### config.mk
export PLATFORM = sky130hd
export DESIGN_NAME = transmissor_snooping_mesi
export DESIGN_NICKNAME = d
export VERILOG_FILES = /design/src/rtl/transmissor_snooping_mesi.sv
export SDC_FILE = /design/constraint.sdc
export NUM_CORES = 1
export LEC_CHECK = 0
export CAP_MARGIN = 20
export CORE_MARGIN = 2
export CORE_UTILIZATION = 30
export DETAILED_ROUTE_END_ITERATION = 10
export SETUP_SLACK_MARGIN = 0.02
export SLEW_MARGIN = 20
export SYNTH_ARGS = -nofsm -noshare
export SYNTH_HDL_FRONTEND = slang
export SYNTH_SLANG_ARGS = --single-unit
### constraint.sdc
create_clock -name clock -period 1.9 [get_ports clock]
set_input_delay 0.38 -clock clock [delete_from_list [all_inputs] [get_ports clock]]
set_output_delay 0.38 -clock clock [all_outputs]
set_load 0.05 [all_outputs]
### src/rtl/transmissor_snooping_mesi.sv
// MESI-style snooping transmitter for one cache line: classifies CPU accesses, arbitrates for the
// bus, performs write-back and miss/invalidate messages, and tracks the line state.
module transmissor_snooping_mesi #(
    parameter logic [1:0] EXCLUSIVE = 2'b10,
    parameter logic [1:0] SHARED    = 2'b01,
    parameter logic [1:0] INVALID   = 2'b00
) (
    input  logic       clock,
    input  logic       reset,
    input  logic       cpu_req,
    input  logic       cpu_op,
    input  logic       hit,
    input  logic       snoop_valid,
    input  logic [1:0] snoop_estado,
    input  logic       bus_grant,
    input  logic       bus_done,
    output logic       bus_req,
    output logic [1:0] bus,
    output logic       wb,
    output logic [1:0] estado,
    output logic       cpu_ready
);

    localparam logic [1:0] MsgNone       = 2'b00;
    localparam logic [1:0] MsgReadMiss   = 2'b01;
    localparam logic [1:0] MsgWriteMiss  = 2'b10;
    localparam logic [1:0] MsgInvalidate = 2'b11;

    typedef enum logic [2:0] {StIdle, StArb, StWb, StBusop, StResp} state_e;

    state_e     state_q;
    logic [1:0] msg_q;
    logic [1:0] final_q;
    logic       wb_pend_q;

    logic       read_hit;
    logic       write_hit;
    logic       upgrade;
    logic [1:0] arb_msg;
    logic       arb_wb;

    assign read_hit  = !cpu_op && hit && (estado != INVALID);
    assign write_hit = cpu_op && hit && (estado == EXCLUSIVE);
    assign upgrade   = cpu_op && hit && (estado == SHARED);

    // Pending message and write-back as seen after this cycle's snoop update in ARB; a grant in
    // the same cycle acts on these post-snoop values.
    assign arb_msg = (snoop_valid && (snoop_estado == INVALID) && (msg_q == MsgInvalidate))
                     ? MsgWriteMiss : msg_q;
    assign arb_wb  = wb_pend_q && !(snoop_valid && (snoop_estado != EXCLUSIVE));

    always_ff @(posedge clock) begin
        if (reset) begin
            state_q   <= StIdle;
            estado    <= INVALID;
            bus_req   <= 1'b0;
            bus       <= MsgNone;
            wb        <= 1'b0;
            cpu_ready <= 1'b0;
            msg_q     <= MsgNone;
            final_q   <= INVALID;
            wb_pend_q <= 1'b0;
        end else begin
            case (state_q)
                StIdle: begin
                    if (snoop_valid) begin
                        estado <= snoop_estado;
                    end else if (cpu_req) begin
                        if (read_hit || write_hit) begin
                            state_q   <= StResp;
                            cpu_ready <= 1'b1;
                        end else begin
                            state_q   <= StArb;
                            bus_req   <= 1'b1;
                            final_q   <= cpu_op ? EXCLUSIVE : SHARED;
                            // A dirty line can only reach here on a tag miss.
                            wb_pend_q <= (estado == EXCLUSIVE);
                            msg_q     <= upgrade ? MsgInvalidate
                                                 : (cpu_op ? MsgWriteMiss : MsgReadMiss);
                        end
                    end
                end
                StArb: begin
                    if (snoop_valid) begin
                        estado <= snoop_estado;
                    end
                    msg_q     <= arb_msg;
                    wb_pend_q <= arb_wb;
                    if (bus_grant) begin
                        if (arb_wb) begin
                            state_q <= StWb;
                            wb      <= 1'b1;
                        end else begin
                            state_q <= StBusop;
                            bus     <= arb_msg;
                        end
                    end
                end
                StWb: begin
                    if (bus_done) begin
                        state_q <= StBusop;
                        estado  <= INVALID;
                        wb      <= 1'b0;
                        bus     <= msg_q;
                    end
                end
                StBusop: begin
                    if (bus_done) begin
                        state_q   <= StResp;
                        estado    <= final_q;
                        bus       <= MsgNone;
                        bus_req   <= 1'b0;
                        cpu_ready <= 1'b1;
                    end
                end
                StResp: begin
                    state_q   <= StIdle;
                    cpu_ready <= 1'b0;
                end
                default: begin
                    state_q   <= StIdle;
                    bus_req   <= 1'b0;
                    bus       <= MsgNone;
                    wb        <= 1'b0;
                    cpu_ready <= 1'b0;
                end
            endcase
        end
    end

endmodule

==> flow_results.org <==
** Run status
- Status :: finished with violations
- Violated checks :: design-rule violations

** STA
- Fmax :: 555 MHz
- Worst Skew :: ~0.0037 ns
- Dividing the final minimum period by the clock period gives 0.948.
- Pin slew with the least headroom to its limit :: ~0.50 ns
- The hold violation total from the final report came to 0.
- Number of failing setup endpoints in the final timing report :: 0
- The max-slew violation total from the final report is 0.
- Sum of negative setup slack :: 0 ns
- In the post-route analysis, the smallest setup slack over all paths is a little under 0.1 ns.
- Minimum clock period after layout :: between 1.5 and 2 ns
- Setup repair after global routing missed its margin :: false
- The worst pin sits at a relative slew slack of 0.664.

** Route
- Average wire length per cell after detail routing :: roughly 14 um
- Iteration-0 DRC count of the detailed router :: 24
- Number of search-and-repair iterations in the first detailed-routing pass :: 7
- Total number of vias :: roughly 890
- Remaining design rule violation count :: 1
- Routed Antenna Nets :: 0
- Ratio of routed vias to standard cells :: 5.36
- Wire length after detailed routing :: about 2300 um

** Floorplanning
- IO Pins :: 17
- Row count :: 19
- The initial utilization of the core area, before any placement, comes to 0.319.
- The die covers roughly 3400 um^2.
- The total area inside the core boundary comes to around 2800 um^2.
- Measured along the y axis, the die boundary spans just under 60 um.
- Die X :: roughly 59 um

** Yosys
- The cell area that synthesis handed to floorplanning was 895 um^2.
- In the synthesized netlist the dominant register cell turns out to be sky130_fd_sc_hd__dfxtp_1.
- Synthesis handed over a netlist of 104 instances.
- Of the post-synthesis cell area, the dominant cell type holds 0.336.
- Syn nets :: 114
- Count of flip-flops with a built-in enable after synthesis :: 0
- In this run, synthesis produced a sequential element count of 15.
- A synthesized cell averages around 8.6 um^2.
- After synthesis, the share of flip-flops with an asynchronous set or reset is 0.
- Syn. warnings :: 0
- The synthesized netlist contains 40 unique library cells.
- Leading area contributor after synthesis :: sky130_fd_sc_hd__dfxtp_1
- Post-synthesis sequential area ratio :: 0.336
- Area contributors post-synth :: sky130_fd_sc_hd__dfxtp_1, sky130_fd_sc_hd__nor2b_1, sky130_fd_sc_hd__mux2i_1

** Critical path
- Critical path cell sequence :: clkdlybuf4s50_1
- On the critical path the largest part of the delay comes from buffers and inverters.
- The most critical setup path has its startpoint at cpu_ready$_SDFFE_PP0P_.
- STA puts the critical path data required time at 1.52 ns.
- Maximum fanout encountered on the critical timing path :: 2
- Slowest cell on the critical path :: sky130_fd_sc_hd__clkdlybuf4s50_1
- Together, buffers and inverters on the worst path number 1.
- Measured in cells, the most critical reg-to-reg path has a length of 4.
- For this run, the slowest stage of the critical path takes 0.80 ns.
- For the worst setup path, the data arrival time is between 1 and 1.5 ns.
- The worst register-to-register path begins at state_q[0]$_SDFFE_PP0P_.
- Crit. End Element :: primary output
- The worst setup path is launched from a flip-flop.
- In this run the number of cells on the critical path is 1.
- Setup Crit Path Kind :: flip-flop to primary output

** GRT
- Largest net degree at the start of global routing :: 14
- Global-route wire length before repair :: between 3000 and 4000 um
- The initial antenna violation count came to 0.
- Overall routing resource usage :: 0.146
- The number of global-route vias before repair was 866.
- Sum of overflow across all layers after global routing :: 0

** Clock network
- Clock tree synthesis selected as its root buffer the cell sky130_fd_sc_hd__clkbuf_4.
- In this run, CTS created clock tree buffers numbering 3.
- Number of buffers on the longest clock path :: 2
- Clk sink count :: 15
- H-tree levels :: 1
- Clock latency reported for the late side of the worst-skew pair :: about 0.28 ns
- After clock tree synthesis, the flow added hold-fix buffers numbering 0.
- Clock-pin slew was measured on the worst setup and hold paths at approximately 0.09 ns.
- Clock tree from TritonCTS :: done

** Power
- Total leakage power :: about 0.00054 uW
- VDD sags by at most roughly 0.34 mV.
- P per Cell Area :: roughly 860 nW/um^2
- Proportion of power drawn by flip-flops and latches :: 0.402
- The share of total power dissipated in combinational logic is 0.420.
- P_sw :: between 300 and 400 uW
- Net switching fraction of the power :: 0.375
- Cell internal power was estimated by the tool at 645 uW.
- Of the total power, the clock network draws 0.179.

** Finish
- Post-layout nets :: roughly 150
- The number of antenna diodes in the final layout is 0.
- In the final layout, the share of cells above drive strength 1 is 0.209.
- Area growth from synthesis to layout :: 34.7%

** Placement
- At the placement stage, the worst setup path has a slack of -0.0696 ns.
- Port bufs :: 16
- Global placement routability congestion :: approximately 0.8
- DP Wirelength :: 1740 um

** Hold path
- Min-Delay Startpoint :: cpu_ready$_SDFFE_PP0P_
- Worst hold stages :: 1
- Hold WC Path Type :: flip-flop to flip-flop

** Flow run
- Max-cap violations :: 0
## per-layer routing
metal / share of wire / vias up / GRT usage
met3: 0.036 / 2 / 0.0462
met2: 0.46 / 17 / 0.223
met1: 0.50 / 421 / 0.194
met5: 0 / - / 0
li1: - / 445 / -
met4: 0.0071 / 0 / 0.0519
## through the flow
stage | area, um^2 | std cells | power (uW) | util | hold slack (ns)
floorplan | 895 | 104 | 716 | - | 0.451
global placement | 1170 | 161 | 845 | 0.418 | 0.445
detailed placement | 1170 | 161 | 849 | 0.418 | 0.450
CTS | 1200 | 165 | 1040 | 0.428 | 0.479
global route | 1200 | 165 | 1110 | 0.430 | 0.505
finish | 1200 | 165 | 1030 | 0.430 | 0.466
## final timing paths
check	to	slack [ns]
worst max-delay path	cpu_ready	0.1
worst min-delay path	cpu_ready$_SDFFE_PP0P_	0.47
worst max register to register	bus_req$_SDFFE_PP0P_	0.24
worst min register to register	cpu_ready$_SDFFE_PP0P_	0.47
## registers in the layout (all words and copies together) (netlist names)
name / flops
bus: 2
bus_req: 1
cpu_ready: 1
estado: 2
final_q: 2
msg_q: 2
state_q: 3
wb: 1
wb_pend_q: 1
## power groups by stage
stage | combinational (uW) | sequential (uW) | clock [uW]
after global placement | 425 | 420 | 0
final | 433 | 414 | 184
after detailed placement | 430 | 419 | 0
after global routing | 473 | 424 | 211
after floorplan | 289 | 426 | 0
after CTS | 433 | 414 | 197
## cells in the mapped netlist (2+ instances only)
| cell | n |
|---|---|
| sky130_fd_sc_hd__o211a_1 | 2 |
| sky130_fd_sc_hd__nor3b_1 | 2 |
| sky130_fd_sc_hd__o21ai_0 | 5 |
| sky130_fd_sc_hd__a211oi_1 | 3 |
| sky130_fd_sc_hd__o21a_1 | 2 |
| sky130_fd_sc_hd__nor2b_1 | 9 |
| sky130_fd_sc_hd__nand2_1 | 7 |
| sky130_fd_sc_hd__clkbuf_1 | 2 |
| sky130_fd_sc_hd__nor2_1 | 9 |
| sky130_fd_sc_hd__a21oi_1 | 6 |
| sky130_fd_sc_hd__dfxtp_1 | 15 |
| sky130_fd_sc_hd__a31oi_1 | 3 |
| sky130_fd_sc_hd__nand2b_1 | 2 |
| sky130_fd_sc_hd__a21o_1 | 2 |
| sky130_fd_sc_hd__inv_1 | 4 |
| sky130_fd_sc_hd__or2_2 | 2 |
| sky130_fd_sc_hd__o211ai_1 | 2 |
| sky130_fd_sc_hd__mux2i_1 | 5 |
## cell families after synthesis
group / Yosys count / synth area share
simple gates: 39 / 0.245
compound gates: 35 / 0.303
flops: 15 / 0.336
buf+inv: 9 / 0.0475
mux: 6 / 0.0685
## layout by cell type, fill, tap and decap left out, types with 3 or more instances in the layout
cell type / n
sky130_fd_sc_hd__buf_4: 17
sky130_fd_sc_hd__nor2b_1: 9
sky130_fd_sc_hd__mux2i_1: 5
sky130_fd_sc_hd__a31oi_1: 3
sky130_fd_sc_hd__inv_1: 4
sky130_fd_sc_hd__dfxtp_1: 15
sky130_fd_sc_hd__a211oi_1: 3
sky130_fd_sc_hd__o21ai_0: 5
sky130_fd_sc_hd__a21oi_1: 6
sky130_fd_sc_hd__clkbuf_4: 3
sky130_fd_sc_hd__clkdlybuf4s50_1: 12
sky130_fd_sc_hd__nor2_1: 9
sky130_fd_sc_hd__nand2_1: 7
## area by class of cell
type                            instances  area (um^2)
Fill cell                             300         1600
Multi-Input combinational cell         80          552
Sequential cell                        15          300
Timing Repair Buffer                   31          273
Tap cell                               31         38.8
Clock buffer                            4         26.3
Inverter                                4         15.0
## what timing repair did
action,4_1_cts,5_1_grt
resized for setup,0,2
hold endpoints to repair,0,0
setup endpoints to repair,0,2
setup buffers,0,0
(Power assumes the default switching activity.)
